--- config.mk ---
export PLATFORM = sky130hd
export DESIGN_NAME = muller_c_arb_ctrl_flat
export DESIGN_NICKNAME = d
export VERILOG_FILES = /design/src/rtl/muller_c_arb_ctrl_pkg.sv /design/src/rtl/muller_c_arb_ctrl_if.sv /design/src/rtl/muller_c_arb_ctrl_rr_arbiter.sv /design/src/rtl/muller_c_arb_ctrl.sv /design/src/flat_wrapper.sv
export SDC_FILE = /design/constraint.sdc
export NUM_CORES = 1
export LEC_CHECK = 0
export CORE_ASPECT_RATIO = 1.4
export CORE_UTILIZATION = 30
export DETAILED_ROUTE_END_ITERATION = 8
export GPL_ROUTABILITY_DRIVEN = 0
export SLEW_MARGIN = 25
export SYNTH_ARGS = -nofsm -noshare
export SYNTH_HDL_FRONTEND = slang
export SYNTH_HIERARCHICAL = 1
export SYNTH_SLANG_ARGS = --single-unit
--- constraint.sdc ---
create_clock -name clock -period 5.7 [get_ports clock]
set_input_delay 1.14 -clock clock [delete_from_list [all_inputs] [get_ports clock]]
set_output_delay 1.14 -clock clock [all_outputs]
set_load 0.03 [all_outputs]
--- src/rtl/muller_c_arb_ctrl_pkg.sv ---
// Shared types and defaults for the Muller C-element arbitration controller.
// Contents: controller state enum, default parameter values, error counter
// width and a saturating increment helper.
package muller_ctrl_pkg;

  localparam int unsigned NREQ_DEF        = 4;
  localparam int unsigned TMO_W_DEF       = 8;
  localparam int unsigned SYNC_STAGES_DEF = 2;
  localparam int unsigned HOLD_CYCLES_DEF = 4;
  localparam int unsigned ERR_CNT_W       = 8;

  typedef enum logic [2:0] {
    ST_IDLE,
    ST_PRECHK,
    ST_RISE,
    ST_HOLD,
    ST_FALL,
    ST_DONE,
    ST_FAIL
  } state_t;

  function automatic logic [ERR_CNT_W-1:0] sat_inc(input logic [ERR_CNT_W-1:0] v);
    return (v == '1) ? v : v + 1'b1;
  endfunction

endpackage

--- src/rtl/muller_c_arb_ctrl_if.sv ---
// Requester / C-element bundle for muller_c_arb_ctrl.
// Signals:
//   req     requester level requests (held until ack)
//   gnt     one-hot grant, stable for a whole transaction
//   ack     one-cycle completion pulse to the grantee
//   err     valid with ack; 1 = timeout or hold failure
//   busy    controller not idle
//   c_a/c_b registered drives to the C-element inputs
//   c_q     asynchronous C-element output
//   err_cnt saturating count of failed transactions
// Modports: slave = controller side, master = requesters + element side.
interface muller_c_arb_ctrl_if #(
  parameter int unsigned NREQ = muller_ctrl_pkg::NREQ_DEF
);
  logic [NREQ-1:0]                       req;
  logic [NREQ-1:0]                       gnt;
  logic [NREQ-1:0]                       ack;
  logic                                  err;
  logic                                  busy;
  logic                                  c_a;
  logic                                  c_b;
  logic                                  c_q;
  logic [muller_ctrl_pkg::ERR_CNT_W-1:0] err_cnt;

  modport slave (
    input  req, c_q,
    output gnt, ack, err, busy, c_a, c_b, err_cnt
  );

  modport master (
    output req, c_q,
    input  gnt, ack, err, busy, c_a, c_b, err_cnt
  );
endinterface

--- src/rtl/muller_c_arb_ctrl_rr_arbiter.sv ---
// Round-robin pick for muller_c_arb_ctrl.
// Ports:
//   clock, resetn  system clock, synchronous active-low reset
//   req            request vector
//   enable         controller can accept a new grant this cycle
//   pointer        last grantee (registered); search starts one above it
//   gnt_onehot     combinational one-hot pick (all zero when no request)
//   gnt_idx        index of the pick
module muller_rr_arbiter
  import muller_ctrl_pkg::*;
#(
  parameter int unsigned NREQ  = NREQ_DEF,
  parameter int unsigned IDX_W = $clog2(NREQ)
) (
  input  logic             clock,
  input  logic             resetn,
  input  logic [NREQ-1:0]  req,
  input  logic             enable,
  output logic [IDX_W-1:0] pointer,
  output logic [NREQ-1:0]  gnt_onehot,
  output logic [IDX_W-1:0] gnt_idx
);

  logic [IDX_W-1:0] ptr_q;
  logic             found;
  int unsigned      idx;

  always_comb begin
    gnt_onehot = '0;
    gnt_idx    = ptr_q;
    found      = 1'b0;
    idx        = 0;
    for (int unsigned k = 1; k <= NREQ; k++) begin
      idx = (32'(ptr_q) + k) % NREQ;
      if (!found && req[idx]) begin
        found           = 1'b1;
        gnt_onehot[idx] = 1'b1;
        gnt_idx         = IDX_W'(idx);
      end
    end
  end

  always_ff @(posedge clock) begin
    if (!resetn) begin
      ptr_q <= '0;
    end else if (enable && found) begin
      ptr_q <= gnt_idx;
    end
  end

  assign pointer = ptr_q;

endmodule

--- src/rtl/muller_c_arb_ctrl.sv ---
// Shares one Muller C-element among NREQ requesters. Each grant runs one
// 4-phase exercise: check output low, drive both inputs high, wait for the
// output to rise, drive both low, wait for it to fall. Each phase wait is
// bounded by a timeout; the grantee gets an ack pulse with err on failure.
// Ports:
//   clock   system clock
//   resetn  synchronous active-low reset
//   bus     muller_c_arb_ctrl_if.slave (req/gnt/ack/err/busy/c_a/c_b/c_q/err_cnt)
// Optional feature macro: MULLER_C_HOLD_CHECK_EN adds a HOLD state between
// RISE and FALL that drives c_a=1, c_b=0 for HOLD_CYCLES cycles and requires
// the element output to stay high throughout.
module muller_c_arb_ctrl
  import muller_ctrl_pkg::*;
#(
  parameter int unsigned NREQ        = NREQ_DEF,
  parameter int unsigned TMO_W       = TMO_W_DEF,
  parameter int unsigned SYNC_STAGES = SYNC_STAGES_DEF,
  parameter int unsigned HOLD_CYCLES = HOLD_CYCLES_DEF
) (
  input  logic         clock,
  input  logic         resetn,
  muller_c_arb_ctrl_if.slave bus
);

  localparam int unsigned IDX_W  = $clog2(NREQ);
  localparam int unsigned HOLD_W = $clog2(HOLD_CYCLES + 1);
  // One counter serves both the phase timeout and the hold dwell.
  localparam int unsigned CNT_W  = (TMO_W > HOLD_W) ? TMO_W : HOLD_W;
  // Timeout fires on the cycle the counter would reach 2**TMO_W-1.
  localparam logic [CNT_W-1:0] TMO_LAST = CNT_W'((2 ** TMO_W) - 2);
`ifdef MULLER_C_HOLD_CHECK_EN
  localparam logic [CNT_W-1:0] HOLD_LAST = CNT_W'(HOLD_CYCLES - 1);
`endif

  state_t                 state_q, state_d;
  logic [NREQ-1:0]        gnt_q, gnt_d;
  logic [NREQ-1:0]        ack_q, ack_d;
  logic                   err_q, err_d;
  logic                   ca_q, ca_d;
  logic                   cb_q, cb_d;
  logic [CNT_W-1:0]       cnt_q, cnt_d;
  logic [ERR_CNT_W-1:0]   err_cnt_q, err_cnt_d;
  logic [SYNC_STAGES-1:0] sync_q;
  logic                   q_s;
  logic                   fail;

  logic                   arb_en;
  logic [IDX_W-1:0]       ptr;
  logic [NREQ-1:0]        arb_onehot;
  logic [IDX_W-1:0]       arb_idx;

  always_ff @(posedge clock) begin
    if (!resetn) begin
      sync_q <= '0;
    end else begin
      sync_q <= {sync_q[SYNC_STAGES-2:0], bus.c_q};
    end
  end

  assign q_s    = sync_q[SYNC_STAGES-1];
  assign arb_en = (state_q == ST_IDLE);

  muller_rr_arbiter #(
    .NREQ  (NREQ),
    .IDX_W (IDX_W)
  ) u_arb (
    .clock      (clock),
    .resetn     (resetn),
    .req        (bus.req),
    .enable     (arb_en),
    .pointer    (ptr),
    .gnt_onehot (arb_onehot),
    .gnt_idx    (arb_idx)
  );

  // The arbiter pointer is loaded with the grantee on grant and holds until
  // the next grant, so it addresses ack for the whole transaction.
  always_comb begin
    state_d   = state_q;
    gnt_d     = gnt_q;
    ack_d     = '0;
    err_d     = 1'b0;
    ca_d      = ca_q;
    cb_d      = cb_q;
    cnt_d     = cnt_q + 1'b1;
    err_cnt_d = err_cnt_q;
    fail      = 1'b0;

    case (state_q)
      ST_IDLE: begin
        cnt_d = '0;
        if (|arb_onehot) begin
          gnt_d          = '0;
          gnt_d[arb_idx] = 1'b1;
          state_d        = ST_PRECHK;
        end
      end
      ST_PRECHK: begin
        if (!q_s) begin
          ca_d    = 1'b1;
          cb_d    = 1'b1;
          cnt_d   = '0;
          state_d = ST_RISE;
        end else if (cnt_q == TMO_LAST) begin
          fail = 1'b1;
        end
      end
      ST_RISE: begin
        if (q_s) begin
`ifdef MULLER_C_HOLD_CHECK_EN
          cb_d    = 1'b0;
          state_d = ST_HOLD;
`else
          ca_d    = 1'b0;
          cb_d    = 1'b0;
          state_d = ST_FALL;
`endif
          cnt_d   = '0;
        end else if (cnt_q == TMO_LAST) begin
          fail = 1'b1;
        end
      end
`ifdef MULLER_C_HOLD_CHECK_EN
      ST_HOLD: begin
        if (!q_s) begin
          fail = 1'b1;
        end else if (cnt_q == HOLD_LAST) begin
          ca_d    = 1'b0;
          cb_d    = 1'b0;
          cnt_d   = '0;
          state_d = ST_FALL;
        end
      end
`endif
      ST_FALL: begin
        if (!q_s) begin
          ack_d[ptr] = 1'b1;
          cnt_d      = '0;
          state_d    = ST_DONE;
        end else if (cnt_q == TMO_LAST) begin
          fail = 1'b1;
        end
      end
      ST_DONE, ST_FAIL: begin
        gnt_d   = '0;
        cnt_d   = '0;
        state_d = ST_IDLE;
      end
      default: begin
        gnt_d   = '0;
        ca_d    = 1'b0;
        cb_d    = 1'b0;
        cnt_d   = '0;
        state_d = ST_IDLE;
      end
    endcase

    if (fail) begin
      ca_d       = 1'b0;
      cb_d       = 1'b0;
      cnt_d      = '0;
      ack_d[ptr] = 1'b1;
      err_d      = 1'b1;
      err_cnt_d  = sat_inc(err_cnt_q);
      state_d    = ST_FAIL;
    end
  end

  always_ff @(posedge clock) begin
    if (!resetn) begin
      state_q   <= ST_IDLE;
      gnt_q     <= '0;
      ack_q     <= '0;
      err_q     <= 1'b0;
      ca_q      <= 1'b0;
      cb_q      <= 1'b0;
      cnt_q     <= '0;
      err_cnt_q <= '0;
    end else begin
      state_q   <= state_d;
      gnt_q     <= gnt_d;
      ack_q     <= ack_d;
      err_q     <= err_d;
      ca_q      <= ca_d;
      cb_q      <= cb_d;
      cnt_q     <= cnt_d;
      err_cnt_q <= err_cnt_d;
    end
  end

  assign bus.gnt     = gnt_q;
  assign bus.ack     = ack_q;
  assign bus.err     = err_q;
  assign bus.busy    = (state_q != ST_IDLE);
  assign bus.c_a     = ca_q;
  assign bus.c_b     = cb_q;
  assign bus.err_cnt = err_cnt_q;

endmodule

--- src/flat_wrapper.sv ---
// flat-port wrapper written by rule: the top's interface ports become plain ports
module muller_c_arb_ctrl_flat import muller_ctrl_pkg::*;
#(
  parameter int unsigned NREQ        = NREQ_DEF,
  parameter int unsigned TMO_W       = TMO_W_DEF,
  parameter int unsigned SYNC_STAGES = SYNC_STAGES_DEF,
  parameter int unsigned HOLD_CYCLES = HOLD_CYCLES_DEF
)
  (clock, resetn, bus_req, bus_c_q, bus_gnt, bus_ack, bus_err, bus_busy, bus_c_a, bus_c_b, bus_err_cnt);
  muller_c_arb_ctrl_if #(.NREQ(NREQ)) bus_i ();
  input  logic clock;
  input  logic resetn;
  input wire logic [$bits(bus_i.req)-1:0] bus_req;
  input wire logic [$bits(bus_i.c_q)-1:0] bus_c_q;
  output wire logic [$bits(bus_i.gnt)-1:0] bus_gnt;
  output wire logic [$bits(bus_i.ack)-1:0] bus_ack;
  output wire logic [$bits(bus_i.err)-1:0] bus_err;
  output wire logic [$bits(bus_i.busy)-1:0] bus_busy;
  output wire logic [$bits(bus_i.c_a)-1:0] bus_c_a;
  output wire logic [$bits(bus_i.c_b)-1:0] bus_c_b;
  output wire logic [$bits(bus_i.err_cnt)-1:0] bus_err_cnt;
  assign bus_i.req = bus_req;
  assign bus_i.c_q = bus_c_q;
  assign bus_gnt = bus_i.gnt;
  assign bus_ack = bus_i.ack;
  assign bus_err = bus_i.err;
  assign bus_busy = bus_i.busy;
  assign bus_c_a = bus_i.c_a;
  assign bus_c_b = bus_i.c_b;
  assign bus_err_cnt = bus_i.err_cnt;
  muller_c_arb_ctrl #(.NREQ(NREQ), .TMO_W(TMO_W), .SYNC_STAGES(SYNC_STAGES), .HOLD_CYCLES(HOLD_CYCLES)) u_core (.clock(clock), .resetn(resetn), .bus(bus_i));
endmodule
==> flow_metrics.tcl, run 1 <==
set metrics [dict create \
    status "finished with violations" \
    violations "DRC" \
    fillers 664 \
    crit_path_start_kind "flip-flop" \
    routed_wl_um 4218 \
    drt-met1-wl_um 1799 \
    tightest_slew_ns 0.7305 \
    grt_overflow 0 \
    cts_setup_buffers 0 \
    rr_endpoint "u_core/state_q[1]" \
    synthArstFlopShare 0 \
    fin_setup_tns_ns 0 \
    cts.clk_slew.worst_paths_ns 0.07 \
    fp.dieW_um 70.52 \
    finalCoreUtilization 0.3744 \
    diodes 0 \
    end_kind "flip-flop" \
    io_buffers 26 \
    hold_viol_final 0 \
    grt_pass1_vias 1676 \
    drt_iter0_drc 104 \
    grt_pass1_wl_um 7603 \
    yosysUniqueCellTypes 50 \
    post-synth-top-count-cell "dfxtp_1" \
    reg2reg_slack_ns 1.54 \
    holdPathStages 1 \
    hold_end "u_core/sync_q[1]" \
    arrival_ns 4.34 \
    routed-wl-met2_um 2148 \
    syn_nets 249 \
    synth_top_area_frac 0.3350 \
    required_ns 5.88 \
    rsz0062_at_grt "no" \
    first_pass_iters 6 \
    cp_slowest_cell "dfxtp_1" \
    crit_type "reg2reg" \
    fmax_mhz 240.5 \
    fin_skew_ns 0.002520 \
    path_max_fanout 22 \
    stdcell_area_sq_um 2357 \
    placed_cells 316 \
    clk_latency_ns 0.28 \
    clockBufferDepth 2 \
    crit_chain "inv_1, ha_1, mux4_2, nor2b_1, a22oi_1, nor2_1, a221o_2, nor4_1, o21ai_0, a221oi_1" \
    io_pins 27 \
    avgSynthCellArea_sq_um 8.536 \
    dpl_cell_area_sq_um 2241 \
    grt_max_degree 23 \
    synth_commonest_cells "dfxtp_1 (33), nor2_1 (25), a21oi_1 (18), nand2_1 (18), inv_1 (13)" \
    worst_slack_ns 1.543 \
    synth.area.top_cells "dfxtp_1 (34%), ha_1 (7.0%), nor2_1 (4.8%)" \
    instances_no_fill 324 \
    synthCells 231 \
    initial_core_util 0.3132 \
    h-tree-depth 2 \
    fin_crit_ns 4.157 \
    yosys.area.top_type "dfxtp_1" \
    synth-edff-count 0 \
    postRouteAntennaNets 0 \
    post-dp-hpwl_um 2997 \
    slew_headroom 0.5124 \
    drc 6 \
    synth_seq_cells 33 \
    maxSlewViolCount 0 \
    nets 269 \
    hp-class "reg2reg" \
    finalCritPeriodShare 0.7294 \
    cts_root_buf "clkbuf_8" \
    met3_length_um 224 \
    p_per_area_nw_per_um2 422.9 \
    die_area_sq_um 6906 \
    cts_hold_buf 0 \
    syn-cell-area_sq_um 1972 \
    ctsResizeCount 0 \
    post-place-ws_ns 1.532 \
    vdd_drop_max_mv 0.1495 \
    power_frac_comb 0.460 \
    num_vias 1761 \
    ys_warn_count 6 \
    viasPerCell 5.435 \
    wl_per_cell_um 13.02 \
    pwr-share-seq 0.312 \
    syn2layout_area_growth_pct 19.54 \
    rows 34 \
    track_usage 0.1352 \
    crit-reg2reg-launch "u_core/u_arb/pointer[0]" \
    switching_share 0.3944 \
    cts_sinks 33 \
    r2r_cells 10 \
    switchingPower_w 0.0003932 \
    cellInternalPower_w 0.0006038 \
    cts_buffers 5 \
    synth-seq-area-share 0.3350 \
    leakagePower_nw 0.8565 \
    core_sq_um 6296 \
    max_stage_delay_ns 0.80 \
    synth-main-ff-cell "dfxtp_1" \
    drive_gt1_frac 0.08333 \
    clockPowerShare 0.228 \
    highest_layer "met4" \
    fp.dieH_um 97.93 \
    cts_tree "done" \
    setup_viol 0 \
    min_from "u_core/sync_q[0]" \
    maxCapViolCount 0 \
    antenna_found_initial 0 \
]
[power by group through the flow]
stage	clock, W	sequential [W]	combinational, W
6_report	0.000228	0.000311	0.000459
4_1_cts	0.000234	0.000312	0.000459
3_3_place_gp	0	0.000317	0.000448
2_1_floorplan	0	0.000316	0.000355
5_1_grt	0.000245	0.000321	0.000508
3_5_place_dp	0	0.000317	0.000453
[metal layers]
metal,track usage,up-vias
met5,0,-
met4,0.04082,0
met3,0.03199,7
met2,0.2405,52
met1,0.1589,830
li1,-,872
[worst max-delay path, delay by kind of cell (launching register included)]
| family | cells | cell delay [ns] |
|---|---|---|
| simple gates | 3 | 0.85 |
| fa+ha+maj | 1 | 0.51 |
| flops | 1 | 0.80 |
| buf+inv | 1 | 0.34 |
| mux | 1 | 0.56 |
| compound gates | 4 | 1.01 |
[cell type report]
cell class	instances	area, sq um	share of cell area
multi-input combinational	172	1181	0.5011
sequential	33	660.6	0.2803
timing repair buffer	26	260.3	0.1104
tap	72	90.09	0.03822
clock buffer	7	86.33	0.03662
inverter	13	48.80	0.02070
clock inverter	1	30.03	0.01274
[how the worst max path moves through the flow]
stage | from | end | slack [ns] | cells after the start
final | u_core/u_arb/pointer[0] | u_core/state_q[1] | 1.54 | 10
after global routing | u_core/u_arb/pointer[0] | u_core/state_q[1] | 1.21 | 10
after CTS | u_core/u_arb/pointer[0] | u_core/state_q[1] | 1.55 | 10
after detailed placement | bus_req[1] | u_core/bus.gnt[2] | 1.53 | 9
after global placement | bus_req[1] | u_core/bus.gnt[2] | 1.61 | 9
after floorplan | u_core/u_arb/pointer[0] | u_core/bus.gnt[3] | 2.11 | 12
[kinds of logic after synthesis]
kind of cell / after synthesis / share of synthesized area
DFF: 33 / 0.3350
buffers and inverters: 26 / 0.06599
xor gates and xnor gates: 11 / 0.04886
AOI/OAI and AO/OA: 54 / 0.1853
adders and majority gates: 11 / 0.06980
muxes: 5 / 0.04505
and+or+nand+nor: 91 / 0.2500
[stage by stage]
| stage | total power, W | hold WS (ns) |
|---|---|---|
| 5_1_grt | 0.001074 | 0.4704 |
| 3_3_place_gp | 0.0007654 | 0.4153 |
| 4_1_cts | 0.001004 | 0.4422 |
| 6_report | 0.0009969 | 0.4329 |
| 3_5_place_dp | 0.0007695 | 0.4264 |
| 2_1_floorplan | 0.0006707 | 0.4118 |
[state kept, by name, summed over array words and instances, names as in the netlist]
signal and count:
u_core/sync_q 2, u_core/bus.gnt 4, u_core/bus.c_b 1, u_core/cnt_q 8, u_core/u_arb/pointer 2, u_core/bus.err 1, u_core/bus.err_cnt 8, u_core/bus.ack 4
u_core/state_q 3
[placed cells by master (no fill, tap or decap), drive strengths merged, types with 5 or more instances in the layout]
master | synthesis | layout
a21oi | 18 | 18
nor2 | 26 | 26
or3 | 5 | 5
clkbuf | 4 | 7
nand3 | 6 | 6
inv | 13 | 13
xor2 | 7 | 7
dfxtp | 33 | 33
clkdlybuf4s50 | 0 | 26
o21ai | 11 | 11
ha | 11 | 11
or4 | 5 | 5
nand2 | 18 | 18
No activity file was read; power rests on OpenSTA's default activity.
==> inputs of run 2 (changes only) <==
==> constraint.sdc (replaced) <==
create_clock -name clock -period 4 [get_ports clock]
set_input_delay 0.8 -clock clock [delete_from_list [all_inputs] [get_ports clock]]
set_output_delay 0.8 -clock clock [all_outputs]
set_load 0.03 [all_outputs]
==> flow_metrics.tcl, run 2 (same netlist as run 1, synthesis figures left out) <==
set metrics [dict create \
    diodes 0 \
    fin_crit_ns 3.495 \
    grtUsageMet3 0.02890 \
    clk_latency_ns 0.28 \
    maxCapViolCount 0 \
    ctsResizeCount 0 \
    switchingPower_w 0.0005619 \
    drt_iter0_drc 62 \
    crit_family "simple AND/OR/NAND/NOR gates" \
    clockBufferDepth 2 \
    layout_commonest_cell "dfxtp_1" \
    cp.depth 12 \
    rows 34 \
    crit-reg2reg-launch "u_core/u_arb/pointer[0]" \
    post-dp-hpwl_um 3054 \
    fin_setup_tns_ns 0 \
    io_pins 27 \
    fillers 676 \
    hold_viol_final 0 \
    cp_slowest_cell "clkdlybuf4s50_1" \
    cts_setup_buffers 0 \
    cellInternalPower_w 0.0008124 \
    postRouteAntennaNets 0 \
    power_frac_comb 0.531 \
    startpoint "bus_req[0]" \
    crit_end "u_core/bus.gnt[2]" \
    rr_endpoint "u_core/bus.gnt[2]" \
    slew_headroom 0.7083 \
    viasPerCell 5.199 \
    fin_skew_ns 0.001867 \
    grt_pass1_vias 1593 \
    setup_viol 0 \
    path_buf_inv 3 \
    wl_per_cell_um 12.80 \
    drc 6 \
    required_ns 4.21 \
    pwr-share-seq 0.296 \
    grt_pass1_wl_um 7258 \
    cts_sinks 33 \
    io_buffers 26 \
    use_met1 0.1493 \
    grt_overflow 0 \
    use_met2 0.2367 \
    cts_hold_buf 0 \
    num_vias 1721 \
    p_per_area_nw_per_um2 578.4 \
    mostFrequentLayoutCells "dfxtp_1 (33), clkdlybuf4s50_1 (26), nor2_1 (25), nand2_1 (18), a21oi_1 (18)" \
    h-tree-depth 2 \
    drive_gt1_frac 0.1081 \
    cts_root_buf "clkbuf_8" \
    fp.dieW_um 70.52 \
    r2r_cells 11 \
    syn2layout_area_growth_pct 20.49 \
    grt_busiest_layer "met2" \
    fmax_mhz 286.1 \
    crit_type "in2reg" \
    routed_wl_um 4236 \
    finalCritPeriodShare 0.8737 \
    reg2reg_slack_ns 0.64 \
    crit_path_start_kind "primary input" \
    track_usage 0.1298 \
    vdd_drop_max_mv 0.1996 \
    crit_chain "clkdlybuf4s50_1, mux4_2, buf_4, nor2b_1, a22oi_1, nor2_1, a221o_2, nor4_1, buf_4, o211a_4, or4b_1, a21oi_1" \
    status "finished with violations" \
    die_area_sq_um 6906 \
    tightest_slew_ns 0.4364 \
    hp-class "reg2reg" \
    core_sq_um 6296 \
    initial_core_util 0.3132 \
    dpl_cell_area_sq_um 2293 \
    rsz0062_at_grt "no" \
    first_pass_iters 6 \
    end_kind "flip-flop" \
    arrival_ns 3.71 \
    nets 276 \
    maxSlewViolCount 0 \
    antenna_found_initial 0 \
    cts_buffers 5 \
    cts.clk_slew.worst_paths_ns 0.07 \
    stdcell_area_sq_um 2376 \
    violations "DRC" \
    max_stage_delay_ns 0.53 \
    cts_tree "done" \
    fp.dieH_um 97.93 \
    clockPowerShare 0.173 \
    grt_max_degree 22 \
    leakagePower_nw 0.8776 \
    cp_common_cell "buf_4" \
    switching_share 0.4089 \
    path_max_fanout 9 \
]
run 2: cell count changes in the layout (fill, tap and decap cells not counted):
cell	before	now
buf_4	0	7
clkinv_2	0	2
bufinv_16	1	0
clkbuf_8	6	5
run 2: area by class of cell:
cell class                      instances  area (sq um)  share of cell area
Multi-Input combinational cell        172          1181              0.4971
Tap cell                               72         90.09             0.03791
Sequential cell                        33         660.6              0.2780
Timing Repair Buffer                   33         312.8              0.1316
Clock buffer                            6         72.57             0.03054
Clock inverter                          2         10.01            0.004213
Inverter                               13         48.80             0.02054
run 2: layer usage:
layer  wire, um  vias to the layer above
met5          0                        -
met3        163                        5
met1       1902                      802
li1           -                      882
met2       2135                       32
met4         34                        0
run 2: power groups by stage:
stage	combinational [W]	clock (W)	sequential [W]
detailed placement	0.000724	0	0.000415
finish	0.000729	0.000238	0.000407
CTS	0.000728	0.000250	0.000408
floorplan	0.000506	0	0.000450
global placement	0.000714	0	0.000416
global route	0.000806	0.000262	0.000414
run 2: worst min-delay path by stage:
stage / startpoint / slack, ns / cells after the start / endpoint
after global placement: u_core/sync_q[0] / 0.42 / 1 / u_core/sync_q[1]
after CTS: u_core/sync_q[0] / 0.43 / 1 / u_core/sync_q[1]
final: u_core/sync_q[0] / 0.43 / 1 / u_core/sync_q[1]
after floorplan: u_core/sync_q[0] / 0.41 / 1 / u_core/sync_q[1]
after detailed placement: u_core/sync_q[0] / 0.42 / 1 / u_core/sync_q[1]
after global routing: u_core/sync_q[0] / 0.45 / 1 / u_core/sync_q[1]
run 2: stage by stage:
step / worst slack [ns] / hold slack, ns / instances / utilization / total power, W
after floorplan: 0.4073 / 0.4118 / 231 / - / 0.0009557
after global placement: 0.3113 / 0.4154 / 323 / 0.3643 / 0.001130
after detailed placement: 0.2438 / 0.4169 / 323 / 0.3643 / 0.001139
after CTS: 0.5390 / 0.4343 / 331 / 0.3774 / 0.001385
after global routing: 0.3369 / 0.4510 / 331 / 0.3774 / 0.001483
final: 0.5051 / 0.4298 / 331 / 0.3774 / 0.001374
==> inputs of run 3 (changes only) <==
--- a/config.mk
+++ b/config.mk
@@ -5,10 +5,13 @@
 export SDC_FILE = /design/constraint.sdc
 export NUM_CORES = 1
 export LEC_CHECK = 0
+export CAP_MARGIN = 20
 export CORE_ASPECT_RATIO = 1.4
 export CORE_UTILIZATION = 30
 export DETAILED_ROUTE_END_ITERATION = 8
 export GPL_ROUTABILITY_DRIVEN = 0
+export HOLD_SLACK_MARGIN = 0.15
+export SKIP_LAST_GASP = 1
 export SLEW_MARGIN = 25
 export SYNTH_ARGS = -nofsm -noshare
 export SYNTH_HDL_FRONTEND = slang
==> results of run 3 <==
Final layout, timing and power as in run 2 (identical DEF).
